$ cat src/rtl/display_scan.sv
// Four-digit time-multiplexed scan controller for the seven-segment display.
// Loads are double-buffered and committed only on digit-slot boundaries.
module display_scan #(
    parameter int   SCAN_DIV      = 50000,
    parameter logic BLANK_LEADING = 1'b1
) (
    input  logic        JM1222HM_clk,
    input  logic        JM1222HM_rst,
    input  logic [15:0] JM1222HM_value,
    input  logic        JM1222HM_load,
    output logic [3:0]  JM1222HM_digit,
    output logic [3:0]  JM1222HM_an,
    output logic        JM1222HM_blank,
    output logic        JM1222HM_ack
);

    localparam int PW = $clog2(SCAN_DIV);
    localparam logic [PW-1:0] PCNT_MAX = PW'(SCAN_DIV - 1);

    logic [PW-1:0] pcnt_q, pcnt_d;
    logic [1:0]    idx_q, idx_d;
    logic [15:0]   shadow_q, shadow_d;
    logic [15:0]   pending_q, pending_d;
    logic          pend_q, pend_d;
    logic          ack_q, ack_d;
    logic [3:0]    digit_q, digit_d;
    logic [3:0]    an_q, an_d;
    logic          blank_q, blank_d;
    logic          tick;
    logic [15:0]   upper;

    always_comb begin
        tick      = (pcnt_q == PCNT_MAX);
        pcnt_d    = tick ? '0 : pcnt_q + 1'b1;
        idx_d     = tick ? idx_q + 2'd1 : idx_q;
        shadow_d  = shadow_q;
        pending_d = pending_q;
        pend_d    = pend_q;
        ack_d     = 1'b0;

        // A load landing on the tick cycle bypasses the pending buffer.
        if (tick) begin
            if (pend_q || JM1222HM_load) begin
                shadow_d = JM1222HM_load ? JM1222HM_value : pending_q;
                pend_d   = 1'b0;
                ack_d    = 1'b1;
            end
        end else if (JM1222HM_load) begin
            pending_d = JM1222HM_value;
            pend_d    = 1'b1;
        end

        // Outputs are derived from the post-edge slot and word so anode and nibble always agree.
        upper   = shadow_d >> {idx_d, 2'b00};
        digit_d = upper[3:0];
        blank_d = (BLANK_LEADING != 1'b0) && (idx_d != 2'd0) && (upper == 16'h0000);
        an_d    = blank_d ? 4'b1111 : ~(4'b0001 << idx_d);
    end

    always_ff @(posedge JM1222HM_clk) begin
        if (JM1222HM_rst) begin
            pcnt_q    <= '0;
            idx_q     <= 2'd0;
            shadow_q  <= 16'h0000;
            pending_q <= 16'h0000;
            pend_q    <= 1'b0;
            ack_q     <= 1'b0;
            digit_q   <= 4'h0;
            an_q      <= 4'b1110;
            blank_q   <= 1'b0;
        end else begin
            pcnt_q    <= pcnt_d;
            idx_q     <= idx_d;
            shadow_q  <= shadow_d;
            pending_q <= pending_d;
            pend_q    <= pend_d;
            ack_q     <= ack_d;
            digit_q   <= digit_d;
            an_q      <= an_d;
            blank_q   <= blank_d;
        end
    end

    assign JM1222HM_digit = digit_q;
    assign JM1222HM_an    = an_q;
    assign JM1222HM_blank = blank_q;
    assign JM1222HM_ack   = ack_q;

endmodule

$ cat config.mk
export PLATFORM = sky130hd
export DESIGN_NAME = display_scan
export DESIGN_NICKNAME = d
export VERILOG_FILES = /design/src/rtl/display_scan.sv
export SDC_FILE = /design/constraint.sdc
export NUM_CORES = 1
export LEC_CHECK = 0
export CAP_MARGIN = 10
export CORE_ASPECT_RATIO = 0.9
export CORE_MARGIN = 4
export CORE_UTILIZATION = 55
export DETAILED_ROUTE_END_ITERATION = 10
export GPL_TIMING_DRIVEN = 0
export PLACE_DENSITY = 0.85
export REMOVE_ABC_BUFFERS = 1
export SETUP_SLACK_MARGIN = 0.05
export SYNTH_ARGS = -nofsm -noshare
export SYNTH_HDL_FRONTEND = slang
export SYNTH_SLANG_ARGS = --single-unit
$ cat constraint.sdc
create_clock -name JM1222HM_clk -period 3.9 [get_ports JM1222HM_clk]
set_clock_uncertainty 0.1 [all_clocks]
set_input_delay 0.585 -clock JM1222HM_clk [delete_from_list [all_inputs] [get_ports JM1222HM_clk]]
set_output_delay 0.585 -clock JM1222HM_clk [all_outputs]
set_load 0.01 [all_outputs]
# Word level (Yosys, flattened, before mapping)
# Cells that the tools add are included.
word_totals:
  regBits: 61
  wordCells: 36
  input_bits: 19
  output_inout_bits: 10
classes:
  n_addsub: 2
  shift: 2
  n_eq_ne: 2
  reduce_logical: 9
  bitwise: 2
  muxes: 9
ops:
  columns: ["op", "n"]
  rows:
  - ["two-way mux 16 bit", 3]
  - ["adder 16 x 1 -> 16 bit (second input constant)", 1]
  - ["== test 16 bit (second input constant)", 1]
  - ["zero test 16 bit", 1]
  - [">> shifter 16 x 4 -> 16 bit", 1]
  - ["OR reduction 2 bit", 3]
  - ["two-way mux 1 bit", 5]
  - ["NOT 4 bit", 1]
  - ["nonzero test 2 bit", 2]
  - ["left shift 1 x 2 -> 4 bit (first input constant)", 1]
  - ["adder 2 x 1 -> 2 bit (second input constant)", 1]
  - ["two-way mux 2 bit", 1]
  - ["!= test 2 x 1 -> 1 bit (second input constant)", 1]
  - ["AND reduction 2 bit", 1]
  - ["logical AND 1 bit", 1]
  - ["logical OR 1 bit", 1]
  - ["NOT 1 bit", 1]

# Logic depth before layout (Yosys ltp)
# Gate-level depths: netlist (run 1).
depth:
  depth_word: 7
  mapped_depth: 10
  ltp_nobuf: 9

# Worst setup path after synthesis (run 1)
# Ideal clock, no wire load.
synth_path:
  path_type: "flip-flop to flip-flop"
  start: "reg pcnt_q[4]"
  end: "reg blank_q (netlist: JM1222HM_blank)"
  arrival_time_ps: 2990
  n_path_buf: 0
  t_required_ps: 3738
  setup_time_ps: 62
  slack_ps: 748
  synth_period_minus_slack_ps: 3152
  path_stages_with_launch: 8
  path_cell_list: "dfxtp_1 -> or4b_4 -> nor4_2 -> mux4_2 -> nand2b_1 -> or4_1 -> or4_4 -> nor2b_2"
synth_via:
  elab_chain_len: 5
  elab_cells_between_ends: 7
  classes_between: "1 x eq/ne; 1 x shift; 2 x mux; 3 x reduce/logical"
synth_lines:
  columns: ["element", "line_no", "text"]
  rows:
  - ["start: declaration", "20", "logic [PW-1:0] pcnt_q, pcnt_d;"]
  - ["start signal: assignment", "72", "pcnt_q <= pcnt_d;"]
  - ["== test 16 bit (*)", "33", "tick = (pcnt_q == PCNT_MAX);"]
  - ["two-way mux 16 bit or two-way mux 2 bit (tied branches)", "42, 35", null]
  - [">> shifter 16 x 4 -> 16 bit", "54", "upper = shadow_d >> {idx_d, 2'b00};"]
  - ["zero test 16 bit", "56", "blank_d = (BLANK_LEADING != 1'b0) && (idx_d != 2'd0) && (upper == 16'h0000);"]
  - ["logical AND 1 bit (*)", "56", null]
  - ["end signal: assignment", "80", "blank_q <= blank_d;"]
  - ["end: declaration", "28", "logic blank_q, blank_d;"]
# Mark *: on every way between the ends. The rest lies on a longest branch, timed or not.
# A chain may end at the register's enable or synchronous reset.

# Final worst setup path (run 1)
# Same ends and word-level chain as after synthesis.

==> results.md, run 1 <==
Floorplan:
- In this run the horizontal extent of the chip is 85.4 um.
- In this run the vertical extent of the chip is 77.7 um.
- The die covers 6630 um^2.
- After floorplanning, the core was divided into 25 placement rows.
- The number of I/O pins is 29.
- The floorplan step defined a core boundary enclosing between 5000 and 6000 um^2.
- For this configuration, the core starts out at a cell density of 56.8%.

Worst setup path:
- Walking the worst path, the cells encountered are or4b_4, nor4_4, mux2i_1, nand2_1, nand3_1, or4_1, or4_4, nor2b_2.
- The peak fanout along the critical path is 9.
- The data arrival time of the critical path is 3.69 ns.
- The number of buffers and inverters on the critical path is 0.
- The largest single stage delay on the critical path is just over 0.6 ns.
- In this run the critical register-to-register path is launched from pcnt_q[4]$_SDFF_PP0_.
- The data required time at the worst endpoint is 4.08 ns.
- Setup slack on the worst reg-to-reg path comes out at slightly below 0.4 ns.
- The critical path is of the reg -> reg type.
- The worst setup path is launched from a flop.
- The capture instance of the worst register-to-register path is JM1222HM_blank$_SDFF_PP0_.
- The family with the most delay on the worst path is simple AND/OR/NAND/NOR gates.
- The endpoint kind of the worst setup timing path is a flop.
- Measured in cells, the most critical reg-to-reg path has a length of 8.
- The slowest stage of the critical path belongs to the cell nor4_4.

Routing:
- In the final routed layout, each cell accounts on average for between 15 and 20 um.
- The detail route stage leaves a number of antenna-violating nets equal to 0.
- The vias per cell is between 5 and 6.
- The number of design-rule violations left by the first detailed-router iteration is ~280.
- The final routed DRC violation total is 0.
- The first-pass iteration count of the detailed router is 5.
- The post-detailed-routing wire length is 6.88 mm.
- The total number of vias is 2723.

Cells and area:
- The sequential cell area in the final layout is 1220 um^2.
- With fillers left out, the area of the finished cells amounts to roughly 3500 um^2.
- The number of antenna diodes in the final layout is 0.
- The post-route netlist has 7.71% of its cells at a drive strength greater than 1.
- At the end of the flow the core is filled with cells to 67.1%.
- The area added between synthesis and finish is 18.2%.
- Summing all multi-input logic gate instances after layout gives 1650 um^2.
- The filler cells instantiated in the layout total 411.
- After the last flow step, the layout net total stands at approximately 400.

Synthesis:
- In this run the biggest area consumer among cell types represents around two fifths of the synthesized area.
- The gate count after technology mapping is approximately 370.
- The register area share after synthesis is 41.2%.
- The number of storage elements in the synthesis netlist is about 60.
- In the synthesized netlist, the cells that appear most often are nand2_1, dfxtp_1, nor2_1, a21oi_1, clkbuf_1.
- The most numerous cell in the Yosys netlist is nand2_1.
- After synthesis, the netlist uses 48 different library cells.
- In this run the mean area of a mapped cell was 8.06 um^2.
- In the post-synthesis netlist, the biggest area contributors are dfxtp_1, nand2_1, a21oi_1.
- The Yosys step of the flow raised 0 warnings.
- dfxtp_1 takes more of the synthesized area than any other cell.
- Summing every instance area after synthesis gives 2970 um^2.
- In this run, synthesis inferred 0 flip-flops with an integrated enable.
- Among all flip-flop cells after synthesis, the most frequent one is dfxtp_1.
- Of all flip-flops after synthesis, the portion carrying an async set or reset was 0%.

Placed design:
- The global placer's final weighted congestion is 0.867.
- After detailed placement, the total cell area comes to 3250 um^2.
- The number of buffer cells added on primary ports is 28.
- The HPWL after detailed placement is 4.62 mm.

Clocking:
- The sink count of the clock tree is 61.
- Gates resized during post-CTS repair numbered 1.
- The clock-pin transition on the worst setup and hold timing paths is about 0.060 ns.
- The tree is rooted in a clkbuf_8.
- In this run the number of H-tree levels came out at 3.
- The CTS tree is yes.
- In this run, CTS created clock tree buffers numbering 9.
- No sink is reached through more buffers than the 2 on the longest clock path.
- The clock network latency to the later pin of the worst-skew pair is 0.34 ns.
- The number of buffers inserted to repair setup after CTS is 0.
- The cts-stage hold buffer count is 0.

Global routing:
- The wire length of the first global-routing pass is between 10 and 15 mm.
- Entering global routing, the biggest net connects 43 pins.
- The number of global-route vias before repair is about 2600.
- The total global routing track utilization is 22.1%.
- The number of antenna violations at the first check in global routing is 0.
- The overflow left after global routing is 0.

Pwr:
- The maximum resistive drop on vdd is 0.258 mV.
- The total power consumption of the routed design is 1.41 mW.
- Power spread over the standard cell area amounts to 402 nW/um^2.
- Summed over all cells, the static leakage comes to 1.28 nW.

STA:
- Derived from the worst setup path, the maximum achievable clock frequency is 0.285 GHz.
- The total setup violations reported at the end of the flow is 0.
- The final count of pins violating max slew is 0.
- Setup repair after global routing left no endpoint under its margin.
- The final critical-path required period is between 3 and 4 ns.
- The worst pin sits at a relative slew slack of 48.3%.
- The final hold violation count came to 0.
- The share of the clock period used by the worst path is 90.1%.
- At the pin with the least slew margin, the transition time is 0.774 ns.
- The worst hold slack is around 0.34 ns.

Worst hold path:
- Along the worst hold path, the cell count comes to 1.
- The worst min-delay path startpoint is pcnt_q[0]$_SDFF_PP0_.
- The terminating pin of the worst hold path is pcnt_q[0]$_SDFF_PP0_.
- The kind of path behind the tightest hold check is reg -> reg.

Job:
- The tool flagged a number of max-cap violations equal to 0.

Status:
- The run finished with clean final reports.
-- logic make-up after synthesis --
| logic type | Yosys count | synth area share [%] |
|---|---|---|
| AO/OA/AOI/OAI | 77 | 15.9 |
| XOR/XNOR | 16 | 4.72 |
| adder cells (fa/ha/maj) | 1 | 0.422 |
| buffers and inverters | 28 | 3.54 |
| flip-flops | 61 | 41.2 |
| multiplexers | 20 | 7.72 |
| AND/OR/NAND/NOR | 165 | 26.5 |
-- worst max-delay path by stage --
stage,start,endpoint,slack [ns],depth (start not counted)
floorplan,pcnt_q[4]$_SDFF_PP0_,JM1222HM_blank$_SDFF_PP0_,-0.005,7
global placement,pcnt_q[4]$_SDFF_PP0_,JM1222HM_an[2]$_SDFF_PP1_,-0.50,7
detailed placement,JM1222HM_load,JM1222HM_blank$_SDFF_PP0_,-0.54,7
CTS,JM1222HM_load,JM1222HM_blank$_SDFF_PP0_,0.09,7
global route,pcnt_q[4]$_SDFF_PP0_,JM1222HM_blank$_SDFF_PP0_,0.27,8
finish,pcnt_q[4]$_SDFF_PP0_,JM1222HM_blank$_SDFF_PP0_,0.39,8
-- where the power goes --
group / internal, mW / switching, mW
sequential: 0.636 / 0.0130
combinational: 0.0386 / 0.0459
clock: 0.441 / 0.235
-- worst register-to-register path: stages, from the launching register on --
cell and delay (ns):
dfxtp_1 0.36, or4b_4 0.60, nor4_4 0.61, mux2i_1 0.26, nand2_1 0.15, nand3_1 0.13, or4_1 0.53, or4_4 0.58
nor2b_2 0.12
-- final cells by class --
type	instances	share of cell area [%]
sequential	61	34.8
tap	67	2.39
inverter	3	0.321
timing repair buffer	30	8.57
clock buffer	12	4.14
clock inverter	4	2.71
multi-input combinational	279	47.0
-- sequential cells by signal, summed over array words and instances (netlist names) --
name	flops
JM1222HM_digit	4
pcnt_q	16
idx_q	2
JM1222HM_blank	1
pending_q	16
JM1222HM_an	4
pend_q	1
shadow_q	16
JM1222HM_ack	1
-- placed cells by master, fill, tap and decap left out, types with 4 or more instances in the layout --
| cell type | count |
|---|---|
| a211oi_1 | 6 |
| nand3_1 | 18 |
| dfxtp_1 | 61 |
| clkdlybuf4s50_1 | 26 |
| xnor2_1 | 7 |
| nand2_1 | 67 |
| mux2i_1 | 15 |
| o22a_1 | 4 |
| nor2_1 | 40 |
| a21oi_1 | 32 |
| o31ai_1 | 5 |
| and3_1 | 9 |
| clkbuf_8 | 10 |
| o21ai_0 | 13 |
| a22oi_1 | 5 |
| xor2_1 | 9 |
-- routing by layer --
| metal | vias to the layer above | track usage [%] | part of all wire (%) |
|---|---|---|---|
| li1 | 1317 | - | - |
| met4 | 0 | 7.75 | 2.7 |
| met2 | 131 | 34.5 | 45 |
| met3 | 31 | 6.58 | 8.1 |
| met1 | 1244 | 29.1 | 44 |
| met5 | - | 0 | 0 |
-- metrics by stage --
step	std cells	setup WS (ns)	TNS, ns
6_report	456	0.387	0
5_1_grt	456	0.275	0
4_1_cts	455	0.0918	0
3_5_place_dp	439	-0.536	-2.07
3_3_place_gp	438	-0.502	-1.99
2_1_floorplan	343	-0.00473	-0.00473
Note: power is estimated with default switching activity, not from simulation.
==> run 2, diff against run 1 <==
--- a/config.mk
+++ b/config.mk
@@ -17,3 +17,4 @@
 export SYNTH_ARGS = -nofsm -noshare
 export SYNTH_HDL_FRONTEND = slang
 export SYNTH_SLANG_ARGS = --single-unit
+export TNS_END_PERCENT = 50
==> constraint.sdc (replaced) <==
create_clock -name JM1222HM_clk -period 4.4 [get_ports JM1222HM_clk]
set_clock_uncertainty 0.1 [all_clocks]
set_input_delay 0.66 -clock JM1222HM_clk [delete_from_list [all_inputs] [get_ports JM1222HM_clk]]
set_output_delay 0.66 -clock JM1222HM_clk [all_outputs]
set_load 0.01 [all_outputs]
==> run 2 against run 1 <==
Register-to-register slack better by 0.51 ns. Die area stayed put. Clock-buffer cell count stayed put. Final area hardly changed. Sequential power is 11% lower. Sequential share of layout area hardly changed. Wire length is 0.61% higher. Sequential cell count stayed put. Hold slack hardly changed. Combinational power is 11% lower. Global-route usage stayed put. Via count is 0.59% higher. Critical path type is now in -> reg.
==> results.md, run 2 (synthesis results as in run 1) <==
STA:
- The slew at the pin with the worst max-slew slack came to 0.775 ns (+0.000682 ns).
- Setup repair after global routing left no endpoint under its margin.
- The share of the clock period used by the worst path is a little under nine tenths.
- The total setup violations reported at the end of the flow was 0 (unchanged).
- The final hold violation count is 0 (unchanged).
- The worst hold slack came to 0.342 ns (-0.00000100 ns).
- The final critical-path required period is 3.77 ns.
- The headroom to the max-slew limit is 48.3% (about the same).
- The final count of pins violating max slew is 0 (unchanged).
- The maximum frequency from static timing analysis is 0.265 GHz.

Job:
- The reported max-cap violation count is 0 (unchanged).

Floorplan:
- The standard cell core area is 5220 um^2 (unchanged).
- The floorplan die height is 77.7 um (unchanged).
- The row count is 25 (unchanged).
- The floorplan die width is 85.4 um (unchanged).
- The number of I/O pins is 29 (unchanged).
- The initial cell density of the core is 56.8% (unchanged).
- The floorplan die area is 6630 um^2 (unchanged).

Routing:
- The vias per cell is 6.01 (+0.59%).
- The final routed DRC violation total was 0 (unchanged).
- The post-detailed-routing wire length came to 6.92 mm (+0.61%).
- The number of design-rule violations left by the first detailed-router iteration is 275 (unchanged).
- The total number of vias is 2739 (+0.59%).
- The residual antenna-violating net count after detailed routing was 0 (unchanged).
- The average wire length per cell after detail routing is 15.2 um (+0.61%).
- The first-pass iteration count of the detailed router was 5 (unchanged).

Pwr:
- The standby leakage power came to 1.28 nW (-0.11%).
- The maximum resistive drop on vdd is 0.228 mV (-11%).
- The areal power density over the cells is 356 nW/um^2 (-11%).

Placed design:
- The number of buffer cells added on primary ports is 28 (unchanged).
- The HPWL after detailed placement is 4.62 mm (unchanged).
- The area after detailed placement was 3250 um^2 (unchanged).
- The global placer's final weighted congestion is 0.867 (unchanged).

Worst setup path:
- The worst setup path is launched from an input pin.
- The peak fanout along the critical path is 22 (+13).
- The highest cell delay on the worst timing path is 0.95 ns (+0.34 ns).
- The start point of the critical path is JM1222HM_load.
- The startpoint of the most critical register-to-register path is pcnt_q[4]$_SDFF_PP0_.
- The kind of critical path is in -> reg.
- The critical path goes through clkdlybuf4s50_1, buf_8, o21ai_0, mux4_2, nand2b_1, or4_1, or4_4, nor2b_2.
- The number of buffers and inverters on the critical path came to 2 (+2).
- Grouping stages by cell kind, the critical path spends the most delay in simple AND/OR/NAND/NOR gates.
- The data arrival time of the critical path came to 3.95 ns (+0.26 ns).
- The endpoint kind of the worst setup timing path is a flop.
- The data required time at the worst endpoint was 4.58 ns (+0.50 ns).
- Among all stages on the critical path, the largest delay is contributed by clkdlybuf4s50_1.

Clocking:
- The cts-stage hold buffer count is 0 (unchanged).
- The number of buffers between clock root and the deepest sink is 2 (unchanged).
- The post-CTS resize count is 0 (-1).
- The sink count of the clock tree came to 61 (unchanged).
- The buffer cell driving the clock tree root is clkbuf_8.
- The CTS tree is yes.
- The number of buffers inserted to repair setup after CTS is 0 (unchanged).
- The TritonCTS buffer count is 9 (unchanged).
- The H-tree depth was 3 (unchanged).
- The clock-pin transition on the worst setup and hold timing paths was 0.06 ns (about the same).
- The clock network latency to the later pin of the worst-skew pair is 0.34 ns (about the same).

Global routing:
- The total global routing track utilization is 22.1% (unchanged).
- The wire length of the first global-routing pass is 11.8 mm (unchanged).
- The maximum number of pins on one net before global-route repair is 43 (unchanged).
- The overflow left after global routing is 0 (unchanged).
- The number of global-route vias before repair was 2583 (unchanged).
- The number of antenna violations at the first check in global routing is 0 (unchanged).

Cells and area:
- The summed area of non-filler cells in the final layout is 3510 um^2 (about the same).
- The area added between synthesis and finish is 18.2% (about the same).
- The share of cells above drive strength 1 was 7.71% (unchanged).
- In the final layout, the registers with the most flip-flops are pcnt_q: 16 flops, pending_q: 16 flops, shadow_q: 16 flops.
- The number of diodes is 0 (unchanged).
- The most frequent standard cell in the layout excluding fill and tap cells is nand2_1.
- The net count reported at finish is 404 (unchanged).
- The library cells used most frequently in the layout, excluding fill and tap cells, are nand2_1, dfxtp_1, nor2_1, a21oi_1, clkdlybuf4s50_1.

Worst hold path:
- The tightest min-delay check is of the reg -> reg type.
- The worst min-delay path startpoint is pcnt_q[0]$_SDFF_PP0_.

Status:
- The run finished with clean final reports.
## run 2: cell type report
class                      instances  area, um^2
fill                             410        1720
multi-input combinational        279        1650
sequential                        61        1220
timing repair buffer              30         302
clock buffer                      12         145
clock inverter                     4        95.1
tap                               67        83.8
inverter                           3        11.3
## run 2: where the power goes
| part | total [mW] | internal, mW | switching (mW) |
|---|---|---|---|
| Sequential | 0.575 | 0.563 | 0.0115 |
| Clock | 0.599 | 0.391 | 0.208 |
| Combinational | 0.0753 | 0.0346 | 0.0406 |
## run 2: worst paths after layout
| check | end | slack [ns] | cells after the start |
|---|---|---|---|
| max | JM1222HM_blank$_SDFF_PP0_ | 0.63 | 8 |
| min | pcnt_q[0]$_SDFF_PP0_ | 0.34 | 1 |
| max reg2reg | JM1222HM_blank$_SDFF_PP0_ | 0.90 | 8 |
| min reg2reg | pcnt_q[0]$_SDFF_PP0_ | 0.34 | 1 |
## run 2: metal layers
metal,vias up,share of wire (%),global-route usage (%)
met5,-,0,0
met4,0,2.2,7.75
met3,22,8.4,6.58
met2,138,45,34.5
met1,1264,44,29.1
li1,1315,-,-
## run 2: stage by stage
step | setup WS [ns] | util [%] | instances | power, mW | TNS [ns]
6_report | 0.627 | 67.1 | 456 | 1.25 | 0
4_1_cts | 0.239 | 66.9 | 455 | 1.26 | 0
5_1_grt | 0.545 | 67.1 | 456 | 1.30 | 0
3_5_place_dp | -0.111 | 62.3 | 439 | 0.660 | -0.371
3_3_place_gp | -0.0603 | 62.0 | 438 | 0.658 | -0.223
2_1_floorplan | 0.495 | - | 343 | 0.619 | 0
